<file path="src/rtl/graphics_rect_drawer_pkg.sv">
// Shared encodings for the VGA graphics path: draw modes, drawer FSM states
// and the fixed colours used by erase/flash.
package graphics_pkg;

  typedef enum logic [1:0] {
    MODE_FILL    = 2'b00,
    MODE_OUTLINE = 2'b01,
    MODE_ERASE   = 2'b10,
    MODE_FLASH   = 2'b11
  } mode_e;

  typedef enum logic [1:0] {
    ST_IDLE = 2'b00,
    ST_DRAW = 2'b01,
    ST_DONE = 2'b10
  } state_e;

  // Wide constants; users slice the low COLOUR_W bits.
  localparam logic [31:0] COLOUR_BLACK = 32'h0000_0000;
  localparam logic [31:0] COLOUR_WHITE = 32'hFFFF_FFFF;

endpackage

</file>
<file path="src/rtl/graphics_rect_drawer_if.sv">
// Control handshake and pixel output bundle between the graphics control FSM,
// the rectangle drawer and the VGA adapter.
interface graphics_rect_drawer_if
  import graphics_pkg::*;
#(
  parameter int X_W      = 8,
  parameter int Y_W      = 7,
  parameter int COLOUR_W = 3
);

  logic                start;
  logic                abort;
  logic [X_W-1:0]      x_in;
  logic [Y_W-1:0]      y_in;
  logic [COLOUR_W-1:0] colour_in;
  mode_e               mode;

  logic                busy;
  logic                done;
  logic                plot;
  logic [X_W-1:0]      x_out;
  logic [Y_W-1:0]      y_out;
  logic [COLOUR_W-1:0] colour_out;

  modport master (
    output start, abort, x_in, y_in, colour_in, mode,
    input  busy, done, plot, x_out, y_out, colour_out
  );

  modport slave (
    input  start, abort, x_in, y_in, colour_in, mode,
    output busy, done, plot, x_out, y_out, colour_out
  );

endinterface

</file>
<file path="src/rtl/graphics_rect_drawer_raster_counter.sv">
// Two-dimensional scan counter: cx is the fast axis, cy advances when cx wraps.
// Flags the final position and positions on the window border.
module graphics_raster_counter #(
  parameter int BOX_W = 8,
  parameter int BOX_H = 8,
  parameter int CX_W  = (BOX_W > 1) ? $clog2(BOX_W) : 1,
  parameter int CY_W  = (BOX_H > 1) ? $clog2(BOX_H) : 1
) (
  input  logic            clock,
  input  logic            resetn,
  input  logic            clear,
  input  logic            enable,
  output logic [CX_W-1:0] cx,
  output logic [CY_W-1:0] cy,
  output logic            last,
  output logic            border
);

  localparam logic [CX_W-1:0] CX_LAST = CX_W'(BOX_W - 1);
  localparam logic [CY_W-1:0] CY_LAST = CY_W'(BOX_H - 1);

  logic cx_last;
  logic cy_last;

  assign cx_last = (cx == CX_LAST);
  assign cy_last = (cy == CY_LAST);
  assign last    = cx_last && cy_last;
  // A 1-wide or 1-tall window makes every position a border position.
  assign border  = (cx == '0) || cx_last || (cy == '0) || cy_last;

  always_ff @(posedge clock or negedge resetn) begin
    if (!resetn) begin
      cx <= '0;
      cy <= '0;
    end else if (clear) begin
      cx <= '0;
      cy <= '0;
    end else if (enable) begin
      if (cx_last) begin
        cx <= '0;
        cy <= cy_last ? '0 : cy + 1'b1;
      end else begin
        cx <= cx + 1'b1;
      end
    end
  end

endmodule

</file>
<file path="src/rtl/graphics_rect_drawer.sv">
// Rectangle raster engine: walks a BOX_W x BOX_H window one pixel per clock,
// clipping to the screen and masking interior pixels in outline mode.
module graphics_rect_drawer
  import graphics_pkg::*;
#(
  parameter int X_W      = 8,
  parameter int Y_W      = 7,
  parameter int COLOUR_W = 3,
  parameter int BOX_W    = 8,
  parameter int BOX_H    = 8,
  parameter int SCREEN_W = 160,
  parameter int SCREEN_H = 120
) (
  input  logic                  clock,
  input  logic                  resetn,
  graphics_rect_drawer_if.slave bus
);

  localparam int CX_W = (BOX_W > 1) ? $clog2(BOX_W) : 1;
  localparam int CY_W = (BOX_H > 1) ? $clog2(BOX_H) : 1;

  localparam logic [X_W:0] SCR_X = (X_W + 1)'(SCREEN_W);
  localparam logic [Y_W:0] SCR_Y = (Y_W + 1)'(SCREEN_H);

  state_e              state;
  state_e              state_nxt;
  logic [X_W-1:0]      xb;
  logic [Y_W-1:0]      yb;
  mode_e               mode_r;
  logic [COLOUR_W-1:0] colour_r;

  logic [CX_W-1:0]     cx;
  logic [CY_W-1:0]     cy;
  logic                last;
  logic                border;

  logic                accept;
  logic                drawing;
  logic [X_W:0]        x_sum;
  logic [Y_W:0]        y_sum;
  logic                on_screen;

  function automatic logic [COLOUR_W-1:0] eff_colour(input mode_e m,
                                                     input logic [COLOUR_W-1:0] c);
    case (m)
      MODE_ERASE: return COLOUR_BLACK[COLOUR_W-1:0];
      MODE_FLASH: return COLOUR_WHITE[COLOUR_W-1:0];
      default:    return c;
    endcase
  endfunction

  assign accept  = (state == ST_IDLE) && bus.start;
  assign drawing = (state == ST_DRAW);

  always_ff @(posedge clock or negedge resetn) begin
    if (!resetn) begin
      state <= ST_IDLE;
    end else begin
      state <= state_nxt;
    end
  end

  always_comb begin
    state_nxt = state;
    case (state)
      ST_IDLE: if (bus.start) state_nxt = ST_DRAW;
      ST_DRAW: if (bus.abort || last) state_nxt = ST_DONE;
      ST_DONE: state_nxt = ST_IDLE;
      default: state_nxt = ST_IDLE;
    endcase
  end

  // Base, mode and colour are captured only on acceptance, so start while busy
  // never disturbs an in-flight draw.
  always_ff @(posedge clock or negedge resetn) begin
    if (!resetn) begin
      xb       <= '0;
      yb       <= '0;
      mode_r   <= MODE_FILL;
      colour_r <= '0;
    end else if (accept) begin
      xb       <= bus.x_in;
      yb       <= bus.y_in;
      mode_r   <= bus.mode;
      colour_r <= eff_colour(bus.mode, bus.colour_in);
    end
  end

  graphics_raster_counter #(
    .BOX_W (BOX_W),
    .BOX_H (BOX_H),
    .CX_W  (CX_W),
    .CY_W  (CY_W)
  ) u_counter (
    .clock  (clock),
    .resetn (resetn),
    .clear  (accept),
    .enable (drawing),
    .cx     (cx),
    .cy     (cy),
    .last   (last),
    .border (border)
  );

  // One extra bit so an address past the top of the bus reads as off-screen.
  assign x_sum     = {1'b0, xb} + {{(X_W + 1 - CX_W){1'b0}}, cx};
  assign y_sum     = {1'b0, yb} + {{(Y_W + 1 - CY_W){1'b0}}, cy};
  assign on_screen = (x_sum < SCR_X) && (y_sum < SCR_Y);

  assign bus.busy       = drawing;
  assign bus.done       = (state == ST_DONE);
  assign bus.plot       = drawing && on_screen && ((mode_r != MODE_OUTLINE) || border);
  assign bus.x_out      = x_sum[X_W-1:0];
  assign bus.y_out      = y_sum[Y_W-1:0];
  assign bus.colour_out = colour_r;

endmodule
</file>
<file path="src/flat_wrapper.sv">
// flat-port wrapper written by rule: the top's interface ports become plain ports
module graphics_rect_drawer_flat import graphics_pkg::*;
#(
  parameter int X_W      = 8,
  parameter int Y_W      = 7,
  parameter int COLOUR_W = 3,
  parameter int BOX_W    = 8,
  parameter int BOX_H    = 8,
  parameter int SCREEN_W = 160,
  parameter int SCREEN_H = 120
)
  (clock, resetn, bus_start, bus_abort, bus_x_in, bus_y_in, bus_colour_in, bus_mode, bus_busy, bus_done, bus_plot, bus_x_out, bus_y_out, bus_colour_out);
  graphics_rect_drawer_if #(.X_W(X_W), .Y_W(Y_W), .COLOUR_W(COLOUR_W)) bus_i ();
  input  logic clock;
  input  logic resetn;
  input wire logic [$bits(bus_i.start)-1:0] bus_start;
  input wire logic [$bits(bus_i.abort)-1:0] bus_abort;
  input wire logic [$bits(bus_i.x_in)-1:0] bus_x_in;
  input wire logic [$bits(bus_i.y_in)-1:0] bus_y_in;
  input wire logic [$bits(bus_i.colour_in)-1:0] bus_colour_in;
  input wire logic [$bits(bus_i.mode)-1:0] bus_mode;
  output wire logic [$bits(bus_i.busy)-1:0] bus_busy;
  output wire logic [$bits(bus_i.done)-1:0] bus_done;
  output wire logic [$bits(bus_i.plot)-1:0] bus_plot;
  output wire logic [$bits(bus_i.x_out)-1:0] bus_x_out;
  output wire logic [$bits(bus_i.y_out)-1:0] bus_y_out;
  output wire logic [$bits(bus_i.colour_out)-1:0] bus_colour_out;
  assign bus_i.start = bus_start;
  assign bus_i.abort = bus_abort;
  assign bus_i.x_in = bus_x_in;
  assign bus_i.y_in = bus_y_in;
  assign bus_i.colour_in = bus_colour_in;
  assign bus_i.mode = bus_mode;
  assign bus_busy = bus_i.busy;
  assign bus_done = bus_i.done;
  assign bus_plot = bus_i.plot;
  assign bus_x_out = bus_i.x_out;
  assign bus_y_out = bus_i.y_out;
  assign bus_colour_out = bus_i.colour_out;
  graphics_rect_drawer #(.X_W(X_W), .Y_W(Y_W), .COLOUR_W(COLOUR_W), .BOX_W(BOX_W), .BOX_H(BOX_H), .SCREEN_W(SCREEN_W), .SCREEN_H(SCREEN_H)) u_core (.clock(clock), .resetn(resetn), .bus(bus_i));
endmodule
</file>
<file path="config.mk">
export PLATFORM = sky130hd
export DESIGN_NAME = graphics_rect_drawer_flat
export DESIGN_NICKNAME = d
export VERILOG_FILES = /design/src/rtl/graphics_rect_drawer_pkg.sv /design/src/rtl/graphics_rect_drawer_if.sv /design/src/rtl/graphics_rect_drawer_raster_counter.sv /design/src/rtl/graphics_rect_drawer.sv /design/src/flat_wrapper.sv
export SDC_FILE = /design/constraint.sdc
export NUM_CORES = 1
export LEC_CHECK = 0
export BUFFER_PORTS_ARGS = -buffer_cell sky130_fd_sc_hd__buf_4
export CORE_UTILIZATION = 50
export CTS_BUF_LIST = sky130_fd_sc_hd__clkbuf_4 sky130_fd_sc_hd__clkbuf_8
export DETAILED_ROUTE_END_ITERATION = 7
export PLACE_DENSITY = 0.75
export SLEW_MARGIN = 10
export SYNTH_ARGS = -nofsm -noshare
export SYNTH_HDL_FRONTEND = slang
export SYNTH_HIERARCHICAL = 1
export SYNTH_SLANG_ARGS = --single-unit
</file>
<file path="constraint.sdc">
create_clock -name clock -period 3.05 [get_ports clock]
set_input_delay 0.4575 -clock clock [delete_from_list [all_inputs] [get_ports clock]]
set_output_delay 0.4575 -clock clock [all_outputs]
set_load 0.01 [all_outputs]
</file>
==> metrics <==
Power Density=806.4 mW/mm2; Yosys reg bits=28; Synth warnings=6; Tmin final=2.718 ns; Top Ports=45; row count=20; Synth Area in Adders=11.05%; RSZ-0062 raised after global routing=no; gr usage total=20.07%; Filler Cells Inserted=264; Root Driver=clkbuf_4; Final Hold Vio Count=0; global route total overflow=0; Tcrit/Tclk final=89.13%; DRT antenna net count=0; EDFF count, synth=0; Initial Util=54.60%; routed via count=1289; Antenna Cells=0; DR WL/cell=13.37 um; Worst Path Arrival=2.26 ns; Finished Cell Area=0.002127 mm2; clock skew=0.008074 ns; Crit Path Class=register to primary output; layout cells sized above 1=38.50%; Synth Area in Simple Gates=14.17%; Synth Area in Compound Gates=11.48%; Crit. End Element=primary output; Core ar.=0.003153 mm2; Yosys top cell area share=40.70%; Post-CTS Setup Inserts=0; max-cap viol count=0; placed instance area=0.002091 mm2; Worst Path Required=2.59 ns; TNS Setup=0 ns; status=complete, no violations; Mapped Cells=154; Area contributors post-synth=dfrtp_1 41%, mux2_2 11%, ha_1 8.7%, xnor2_1 4.1%, a21oi_1 3.5%; Lkg Pwr=1.001 nW; Mapped Area=0.001722 mm2; most frequent cell after synthesis=dfrtp_1; Clock Latency Late Sink=0.33 ns; worst vdd ir=0.0004522 V; PortBufs=44; largest net degree at the start of global routing=29; library cells used by synthesis=40; Synth top cells by count=28 x dfrtp_1, 17 x mux2_2, 12 x a21oi_1, 12 x ha_1, 10 x inv_1; Final GP Congestion=0.8494; first-pass GRT wire length=5.464 mm; number of global-route vias before repair=1239; DRT Pass-1 Iters=4; initial antenna violation count=0; DRT Wirelength=3.262 mm; clk slew on worst S/H paths=0.15 ns; syn_nets=192; height of the die=60.68 um; P&R area growth vs syn=23.55%; multiplexer share of the synthesized area=13.44%; Yosys top cell by area=dfrtp_1; largest family of logic cells by synthesized area=simple AND/OR/NAND/NOR gates; final setup fails=0; Post-CTS Resized=0; CP Launch Type=register; detailed placer's ending HPWL=2.570 mm; CP Max Fanout=5; fraction of registers with async set/reset=100.0%; Worst-Margin Slew=0.5584 ns; Sink Count=28; cts hold-fix bufs=0; Avg Cell Area, Syn=11.18 um2; total CTS buffers=3; final slew viol count=0; TritonCTS clock tree=yes; Synth Flop Type=dfrtp_1; Die W=60.68 um; Die Area=0.003682 mm2; Slew HR=62.73%; DR vias/cell=5.283; NumNets Final=239; Worst Hold Class=primary input to asynchronous set/reset pin; H-tree depth=1; XOR/XNOR share of the synthesized area=5.596%; sequential area share after synthesis=40.70%; maximum clock insertion buffer count=2; FMAX=0.3679 GHz; DR iter-0 viols=78; drt drc=0
per-layer routing:
layer / GRT usage [%] / wire, um / share of wire (%) / vias to the layer above
met5: 0 / 0 / 0 / -
met4: 5.844 / 31 / 0.95 / 0
met3: 1.919 / 126 / 3.9 / 4
met2: 35.79 / 1624 / 50 / 31
met1: 25.92 / 1480 / 45 / 614
li1: - / - / - / 640
layout by cell type, fill, tap and decap left out, types with 2 or more instances in the layout:
cell type / n
and3_2: 2
a21o_1: 3
nor2_1: 9
mux2_2: 17
a21oi_1: 12
buf_4: 45
ha_1: 12
nand4b_1: 2
xnor2_1: 8
mux2i_1: 4
clkbuf_4: 3
inv_1: 10
nand2_1: 5
xor2_1: 3
nand2b_1: 4
a21bo_2: 3
nand3_1: 3
dfrtp_1: 28
fa_1: 2
nor2b_1: 2
o21ai_0: 4
through the flow:
stage / hold WS, ns / instances / utilization (%) / setup WS (ns) / total power, W
after floorplan: 0.1619 / 154 / - / 0.9037 / 0.001193
after global placement: 0.3946 / 240 / 66.31 / 0.7710 / 0.001516
after global routing: 0.01852 / 244 / 67.46 / 0.2142 / 0.001859
final: 0.009098 / 244 / 67.46 / 0.3315 / 0.001715
after CTS: 0.01280 / 244 / 67.46 / 0.3192 / 0.001735
after detailed placement: 0.3987 / 240 / 66.31 / 0.7237 / 0.001550
final cells by class:
| class | instances | area [um2] | area share, % |
|---|---|---|---|
| clock buffer | 4 | 36.28 | 1.706 |
| inverter | 10 | 37.54 | 1.765 |
| sequential | 28 | 700.7 | 32.94 |
| timing repair buffer | 45 | 337.8 | 15.88 |
| multi-input combinational | 113 | 959.7 | 45.12 |
| tap | 44 | 55.05 | 2.588 |
logic make-up after synthesis:
family / count (synthesis)
fa+ha+maj: 14
flops: 28
mux: 21
xor+xnor: 11
buf+inv: 13
compound gates: 29
simple gates: 38
registers in the layout (all words and copies together), names as in the netlist:
signal,cells
u_core/bus.colour_out,3
u_core/mode_r,2
u_core/xb,8
u_core/state,2
u_core/yb,7
u_core/u_counter/cx,3
u_core/u_counter/cy,3
final timing paths:
check	start	endpoint	slack (ns)	cells after the start
worst max register to register	u_core/state[0]	u_core/yb[0]	1.26	3
worst min register to register	u_core/mode_r[1]	u_core/mode_r[1]	0.53	1
min in group clock	bus_x_in[1]	u_core/xb[1]	0.32	3
max in group asynchronous	resetn	u_core/xb[6]	2.77	1
worst max-delay path	u_core/u_counter/cx[2]	bus_plot	0.33	6
worst min-delay path	resetn	u_core/bus.colour_out[0]	0.009	1
where the power goes:
group / switching (W) / internal, W / total, W
Sequential: 0.000151 / 0.000507 / 0.000658
Clock: 0.000108 / 0.0000731 / 0.000182
Combinational: 0.000387 / 0.000488 / 0.000876
critical path, stage by stage (launching register included):
cell	delay (ns)
dfrtp_1	0.45
ha_1	0.36
and3_4	0.21
a2111o_1	0.43
o211ai_2	0.08
nor4b_2	0.23
buf_4	0.17
No activity file was read; power rests on OpenSTA's default activity.
